### src/rtl/endian_bridge_pkg.sv
// Shared types and lane-width constants for the endian bus bridge.
package endian_bridge_pkg;

  typedef enum logic [1:0] {
    ST_IDLE  = 2'd0,
    ST_ISSUE = 2'd1,
    ST_RESP  = 2'd2
  } state_t;

  localparam int BYTE_BITS    = 8;
  // Write lanes carry a byte plus its enable bit so one swap reverses both.
  localparam int WR_LANE_BITS = BYTE_BITS + 1;

endpackage

### src/rtl/endian_swapper.sv
// Reverses the order of N_BYTES lanes of LANE_BITS each when i_swap is set.
module endian_swapper
  import endian_bridge_pkg::*;
#(
  parameter int N_BYTES   = 4,
  parameter int LANE_BITS = BYTE_BITS
) (
  input  logic                           i_swap,
  input  logic [N_BYTES*LANE_BITS-1:0]   i_data,
  output logic [N_BYTES*LANE_BITS-1:0]   o_data
);

  logic [N_BYTES*LANE_BITS-1:0] w_rev;

  for (genvar i = 0; i < N_BYTES; i++) begin : g_lane
    assign w_rev[i*LANE_BITS +: LANE_BITS] = i_data[(N_BYTES-1-i)*LANE_BITS +: LANE_BITS];
  end

  assign o_data = i_swap ? w_rev : i_data;

endmodule

### src/rtl/endian_bus_bridge.sv
// Single-outstanding bus bridge with optional byte reversal and downstream timeout.
//   state    | meaning
//   ST_IDLE  | waiting for a single upstream read or write request
//   ST_ISSUE | downstream strobe held from holding regs until done or timeout
//   ST_RESP  | one-cycle completion, up_busy low, up_rdata valid
module endian_bus_bridge
  import endian_bridge_pkg::*;
#(
  parameter int N_BYTES = 4,
  parameter int TIMEOUT = 255,
  localparam int N_BITS = BYTE_BITS * N_BYTES
) (
  input  logic               CLK,
  input  logic               nRST,
  input  logic               swap_en,
  input  logic               up_ren,
  input  logic               up_wen,
  input  logic [31:0]        up_addr,
  input  logic [N_BITS-1:0]  up_wdata,
  input  logic [N_BYTES-1:0] up_byte_en,
  output logic               up_busy,
  output logic [N_BITS-1:0]  up_rdata,
  output logic               dn_ren,
  output logic               dn_wen,
  output logic [31:0]        dn_addr,
  output logic [N_BITS-1:0]  dn_wdata,
  output logic [N_BYTES-1:0] dn_byte_en,
  input  logic               dn_busy,
  input  logic [N_BITS-1:0]  dn_rdata,
  output logic               err
);

  localparam int WAIT_W = (TIMEOUT < 2) ? 1 : $clog2(TIMEOUT + 1);
  localparam logic [WAIT_W-1:0] WAIT_LAST = WAIT_W'(TIMEOUT - 1);

  state_t r_state;
  state_t w_next;

  logic [31:0]        r_addr;
  logic [N_BITS-1:0]  r_wdata;
  logic [N_BYTES-1:0] r_be;
  logic               r_wr;
  logic               r_swap;
  logic [N_BITS-1:0]  r_rdata;
  logic [WAIT_W-1:0]  r_wait;
  logic               r_err;

  logic w_req_one;
  logic w_req_both;
  logic w_timeout;

  logic [N_BYTES*WR_LANE_BITS-1:0] w_wr_lanes;
  logic [N_BYTES*WR_LANE_BITS-1:0] w_wr_lanes_sw;
  logic [N_BITS-1:0]               w_wdata_cap;
  logic [N_BYTES-1:0]              w_be_cap;
  logic [N_BITS-1:0]               w_rdata_sw;

  assign w_req_one  = up_ren ^ up_wen;
  assign w_req_both = up_ren & up_wen;
  assign w_timeout  = (TIMEOUT != 0) && dn_busy && (r_wait == WAIT_LAST);

  for (genvar i = 0; i < N_BYTES; i++) begin : g_pack
    assign w_wr_lanes[i*WR_LANE_BITS +: WR_LANE_BITS] =
      {up_byte_en[i], up_wdata[i*BYTE_BITS +: BYTE_BITS]};
    assign w_wdata_cap[i*BYTE_BITS +: BYTE_BITS] = w_wr_lanes_sw[i*WR_LANE_BITS +: BYTE_BITS];
    assign w_be_cap[i] = w_wr_lanes_sw[i*WR_LANE_BITS + BYTE_BITS];
  end

  // Write path uses the live swap_en since it is sampled at capture time.
  endian_swapper #(
    .N_BYTES   (N_BYTES),
    .LANE_BITS (WR_LANE_BITS)
  ) u_wr_swap (
    .i_swap (swap_en),
    .i_data (w_wr_lanes),
    .o_data (w_wr_lanes_sw)
  );

  endian_swapper #(
    .N_BYTES   (N_BYTES),
    .LANE_BITS (BYTE_BITS)
  ) u_rd_swap (
    .i_swap (r_swap),
    .i_data (dn_rdata),
    .o_data (w_rdata_sw)
  );

  always_ff @(posedge CLK or negedge nRST) begin
    if (!nRST) begin
      r_state <= ST_IDLE;
    end else begin
      r_state <= w_next;
    end
  end

  always_comb begin
    w_next  = r_state;
    up_busy = 1'b0;
    dn_ren  = 1'b0;
    dn_wen  = 1'b0;
    case (r_state)
      ST_IDLE: begin
        up_busy = w_req_one;
        if (w_req_one) begin
          w_next = ST_ISSUE;
        end
      end
      ST_ISSUE: begin
        up_busy = 1'b1;
        dn_ren  = ~r_wr;
        dn_wen  = r_wr;
        if (!dn_busy || w_timeout) begin
          w_next = ST_RESP;
        end
      end
      ST_RESP: begin
        w_next = ST_IDLE;
      end
      default: begin
        w_next = ST_IDLE;
      end
    endcase
  end

  always_ff @(posedge CLK or negedge nRST) begin
    if (!nRST) begin
      r_addr  <= '0;
      r_wdata <= '0;
      r_be    <= '0;
      r_wr    <= 1'b0;
      r_swap  <= 1'b0;
      r_rdata <= '0;
      r_wait  <= '0;
      r_err   <= 1'b0;
    end else begin
      case (r_state)
        ST_IDLE: begin
          if (w_req_one) begin
            r_addr  <= up_addr;
            r_wdata <= w_wdata_cap;
            r_be    <= w_be_cap;
            r_wr    <= up_wen;
            r_swap  <= swap_en;
            r_wait  <= '0;
          end else if (w_req_both) begin
            r_err <= 1'b1;
          end
        end
        ST_ISSUE: begin
          if (!dn_busy) begin
            if (!r_wr) begin
              r_rdata <= w_rdata_sw;
            end
          end else if (w_timeout) begin
            r_rdata <= '1;
            r_err   <= 1'b1;
          end else begin
            r_wait <= r_wait + WAIT_W'(1);
          end
        end
        default: begin
        end
      endcase
    end
  end

  assign dn_addr    = r_addr;
  assign dn_wdata   = r_wdata;
  assign dn_byte_en = r_be;
  assign up_rdata   = r_rdata;
  assign err        = r_err;

endmodule

### config.mk
export PLATFORM = sky130hd
export DESIGN_NAME = endian_bus_bridge
export DESIGN_NICKNAME = d
export VERILOG_FILES = /design/src/rtl/endian_bridge_pkg.sv /design/src/rtl/endian_swapper.sv /design/src/rtl/endian_bus_bridge.sv
export SDC_FILE = /design/constraint.sdc
export NUM_CORES = 1
export LEC_CHECK = 0
export BUFFER_PORTS_ARGS = -buffer_cell sky130_fd_sc_hd__buf_4
export CAP_MARGIN = 30
export CORE_ASPECT_RATIO = 0.75
export CORE_MARGIN = 4
export CORE_UTILIZATION = 45
export CTS_CLUSTER_DIAMETER = 60
export CTS_CLUSTER_SIZE = 10
export DETAILED_ROUTE_END_ITERATION = 12
export PLACE_DENSITY = 0.82
export RECOVER_POWER = 100
export SLEW_MARGIN = 5
export SYNTH_ARGS = -nofsm -noshare
export SYNTH_HDL_FRONTEND = slang
export SYNTH_SLANG_ARGS = --single-unit
export TNS_END_PERCENT = 30
### constraint.sdc
create_clock -name CLK -period 4.83 [get_ports CLK]
set_input_delay 0.483 -clock CLK [delete_from_list [all_inputs] [get_ports CLK]]
set_output_delay 0.483 -clock CLK [all_outputs]
set_load 0.005 [all_outputs]
==> results list <==
* Reg clk slew, reported paths: 50 ps
* Post-synthesis simple-gate area fraction: 13.9%
* Number of maximum-capacitance constraint violations: 0
- Share of the core filled with cells in the final layout: 65.3%
* Routed length per instance: 16.7 microns
- Clock latency on the worst-skew pair, taken at its later pin, is 400 ps.
* Distinct cell type count after synthesis: 33
- The number of antenna diodes in the final layout is 0.
- Starting density of the core: 46.8%
* Post-synthesis share of cell area spent on full adders, half adders and majority gates: 0.726%
* Cell Rows: 33
- The number of clock buffers added by TritonCTS is 17.
- Global routing consumed, on the met2 layer, 35.7% of the routing resources.
- Among all stages on the critical path, the largest delay is contributed by sky130_fd_sc_hd__nand2_1.
* Worst EP arrival: 2470 ps
- Accumulated negative setup slack: 0 ps
- Along the worst path, the maximum fanout reaches 78.
* Top library cells by usage in the layout, fill and taps aside: sky130_fd_sc_hd__nand2_1, sky130_fd_sc_hd__dfrtp_1, sky130_fd_sc_hd__buf_4
- First-pass GRT wire length: 22.7 mm
* Area added between synthesis and finish: 39.7%
- Postcts setup bufs: 0
* Final setup vio count: 0
- Number of pins with negative max-slew slack in the final report: 0
* Cell type with the highest aggregate area in the netlist: sky130_fd_sc_hd__dfrtp_1
* Cell area after synthesis: 5170 sq um
* Total routing usage reported by global routing: 21.4%
* Leak pwr: 0.00364 uW
- In this design, the critical path's most frequently occurring cell is sky130_fd_sc_hd__nand2_1.
- Net count after synthesis: 583
- After detailed routing, the number of remaining DRC violations is 0.
- During synthesis, Yosys emitted a total of 0 warnings.
- Met3 usage in global routing: 6.89%
- After the last flow step, the layout net total stands at 788.
- Vertical die dimension: 101 microns
- Core region area: 11,100 sq um
- The detail route stage leaves a number of antenna-violating nets equal to 0.
- The via count of the first global-routing pass is 4,653.
- Number of H-tree levels: 4
* Worst Max-Slew Pin Slew: 1230 ps
- Largest family of logic cells by synthesized area: compound AO/OA/AOI/OAI gates
- In this design, the stage delay of the slowest critical-path cell is 720 ps.
* Post-detailed-routing wire length: 13.9 mm
- The critical path is of the flop to flop type.
- Traced cell by cell, the critical path runs through nor2_1, nand2_1, buf_16, nand2_1, o21ai_0.
- The cell sitting at the root of the clock tree is a sky130_fd_sc_hd__clkbuf_16.
- Total power draw: 4530 uW
* Synthesized netlist cell count: 474
- Routability-driven placement finished with a final weighted congestion of 0.837.
- Initial antenna violation count: 0
- Maximum clock insertion buffer count: 2
- Final Hold Violating Endpoints: 0
- HP Class: input pin to flop
* Total die area: 13,300 sq um
- Top cells by area, synth: sky130_fd_sc_hd__dfrtp_1, sky130_fd_sc_hd__mux2i_1, sky130_fd_sc_hd__nand2_1, sky130_fd_sc_hd__a2bb2oi_2, sky130_fd_sc_hd__o21ai_0
* Port Buf Inserts: 209
* Proportion of synthesized chip area in sequential cells: 54.7%
- WHS: 270 ps
- Post-DP HPWL: 9.98 mm
* Power density relative to cell area: 626 nW/um^2
- Die W: 132 microns
* Fraction of final layout cells sized beyond drive strength 1: 32.8%
- Dividing the final minimum period by the clock period gives 45.7%.
* First-pass iteration count of the detailed router: 4
- Compound-cell area share of the yosys netlist: 14.0%
- Leaving out fill and tap cells, the most frequent cell in the layout is sky130_fd_sc_hd__nand2_1.
* Post-synthesis average cell area: 10.9 sq um
- At the worst endpoint, the required time is 5090 ps.
- Detailed router's first-iteration violation count: 252
- After synthesis, the share of cell area in mux cells is 13.7%.
- For this run the aggregate overflow at the end of global routing stands at 0.
- In this run the tightest slew margin relative to its limit is 17.6%.
- Global routing's busiest layer: met2
- The worst path needs 2210 ps of the cycle, external delays included.
- CTS saw 113 sinks.
- Critical path launch point type: flop
* Placement Cell Area: 6850 sq um
- During I/O placement, the number of pins put on the boundary was 210.
- Vias per cell: 5.17
- IR analysis of the VDD net gives a maximum drop of 0.000299 V.
- Setup repair after global routing left no endpoint under its margin.
* Fmax: 453 MHz
- Final Instance Area: 7230 sq um
* Met1 demand-to-capacity share in global routing: 25.7%
- Area share of the leading cell type in the synthesized netlist: 54.7%
- Counting flops and latches in the post-synthesis netlist gives 113.
- Maximum number of pins on one net before global-route repair: 113
- CTS tree: built
- Clock Skew: 10.8 ps
- Detailed routing inserted a total of 4,304 vias.
- Type of destination of the critical path: flop
- The flow ran to the end, and the final reports show no timing, DRC or antenna violations.
- Summing the areas of all xor and xnor instances in the mapped netlist gives 0% of the synthesized area.
## routing by layer
metal  up-vias  wire length (microns)  part of all wire [%]
met2       147                   6830                    49
met5         -                      0                     0
met3        25                    810                   5.8
met4         0                    259                   1.9
li1       2049                      -                     -
met1      2083                   5970                    43
## worst paths after layout
check,startpoint,cells after the start,to,slack [ps]
max,r_state[0],5,dn_wdata[26],2620
min,up_addr[23],3,dn_addr[23],270
max reg2reg,r_state[0],5,dn_wdata[26],2620
min reg2reg,dn_addr[2],2,dn_addr[2],470
max in group asynchronous,nRST,4,dn_wdata[16],3160
min in group asynchronous,nRST,2,dn_addr[30],460
## metrics by stage
step	cells	setup slack, ps
after floorplan	474	3110
after global placement	796	2700
after detailed placement	797	2650
after CTS	829	2660
after global routing	832	2420
final	832	2620
## worst max-delay path: cells and delay by family (launching register included)
| kind | cells | cell delay [ps] |
|---|---|---|
| AND/OR/NAND/NOR | 3 | 1000 |
| flip-flops | 1 | 450 |
| buffers and inverters | 1 | 500 |
| AO/OA/AOI/OAI | 1 | 90 |
## power breakdown
group	internal, uW	switching [uW]	total, uW
Clock	838	435	1270
Sequential	1380	333	1710
Combinational	829	711	1540
Total	3050	1480	4530
## cell type report
| class | instances | area (sq um) |
|---|---|---|
| Clock buffer | 19 | 453 |
| Clock inverter | 13 | 160 |
| Fill cell | 903 | 3840 |
| Inverter | 3 | 11.3 |
| Multi-Input combinational cell | 328 | 2010 |
| Sequential cell | 113 | 2830 |
| Tap cell | 140 | 175 |
| Timing Repair Buffer | 216 | 1590 |
## logic make-up after synthesis
family,count (synthesis)
compound gates,79
mux,71
flops,113
fa+ha+maj,3
buf+inv,33
simple gates,175
## sequential cells by signal (all words and copies together), names as in the netlist
signal	count
dn_byte_en	4
dn_addr	32
r_wait	8
dn_wdata	32
r_wr	1
err	1
up_rdata	32
r_swap	1
r_state	2
## cells in the mapped netlist
cell and number:
sky130_fd_sc_hd__buf_6 3, sky130_fd_sc_hd__nand3_1 9, sky130_fd_sc_hd__nor2b_1 1, sky130_fd_sc_hd__a31oi_1 2
sky130_fd_sc_hd__clkbuf_1 18, sky130_fd_sc_hd__a2bb2oi_1 2, sky130_fd_sc_hd__nor3_1 1, sky130_fd_sc_hd__or2_2 1
sky130_fd_sc_hd__dfrtp_1 113, sky130_fd_sc_hd__o21a_1 1, sky130_fd_sc_hd__o21ai_0 39, sky130_fd_sc_hd__a21oi_4 1
sky130_fd_sc_hd__and2b_1 1, sky130_fd_sc_hd__buf_2 6, sky130_fd_sc_hd__nand2b_1 1, sky130_fd_sc_hd__and2_1 1
sky130_fd_sc_hd__ha_1 3, sky130_fd_sc_hd__nor3_2 1, sky130_fd_sc_hd__nand4_1 1, sky130_fd_sc_hd__o31ai_1 1
sky130_fd_sc_hd__nand2_1 144, sky130_fd_sc_hd__or3_4 1, sky130_fd_sc_hd__a21oi_1 2, sky130_fd_sc_hd__a2bb2oi_2 30
sky130_fd_sc_hd__inv_1 3, sky130_fd_sc_hd__and3_1 1, sky130_fd_sc_hd__nor2_1 9, sky130_fd_sc_hd__mux2i_1 71
sky130_fd_sc_hd__nand4_2 1, sky130_fd_sc_hd__or4_1 2, sky130_fd_sc_hd__clkbuf_2 1, sky130_fd_sc_hd__buf_1 2
sky130_fd_sc_hd__o211ai_1 1
## what timing repair did
item,CTS,global route
hold buffers,0,1
endpoints found under the hold margin,0,1
resized for setup,0,0
(Power assumes the default switching activity.)
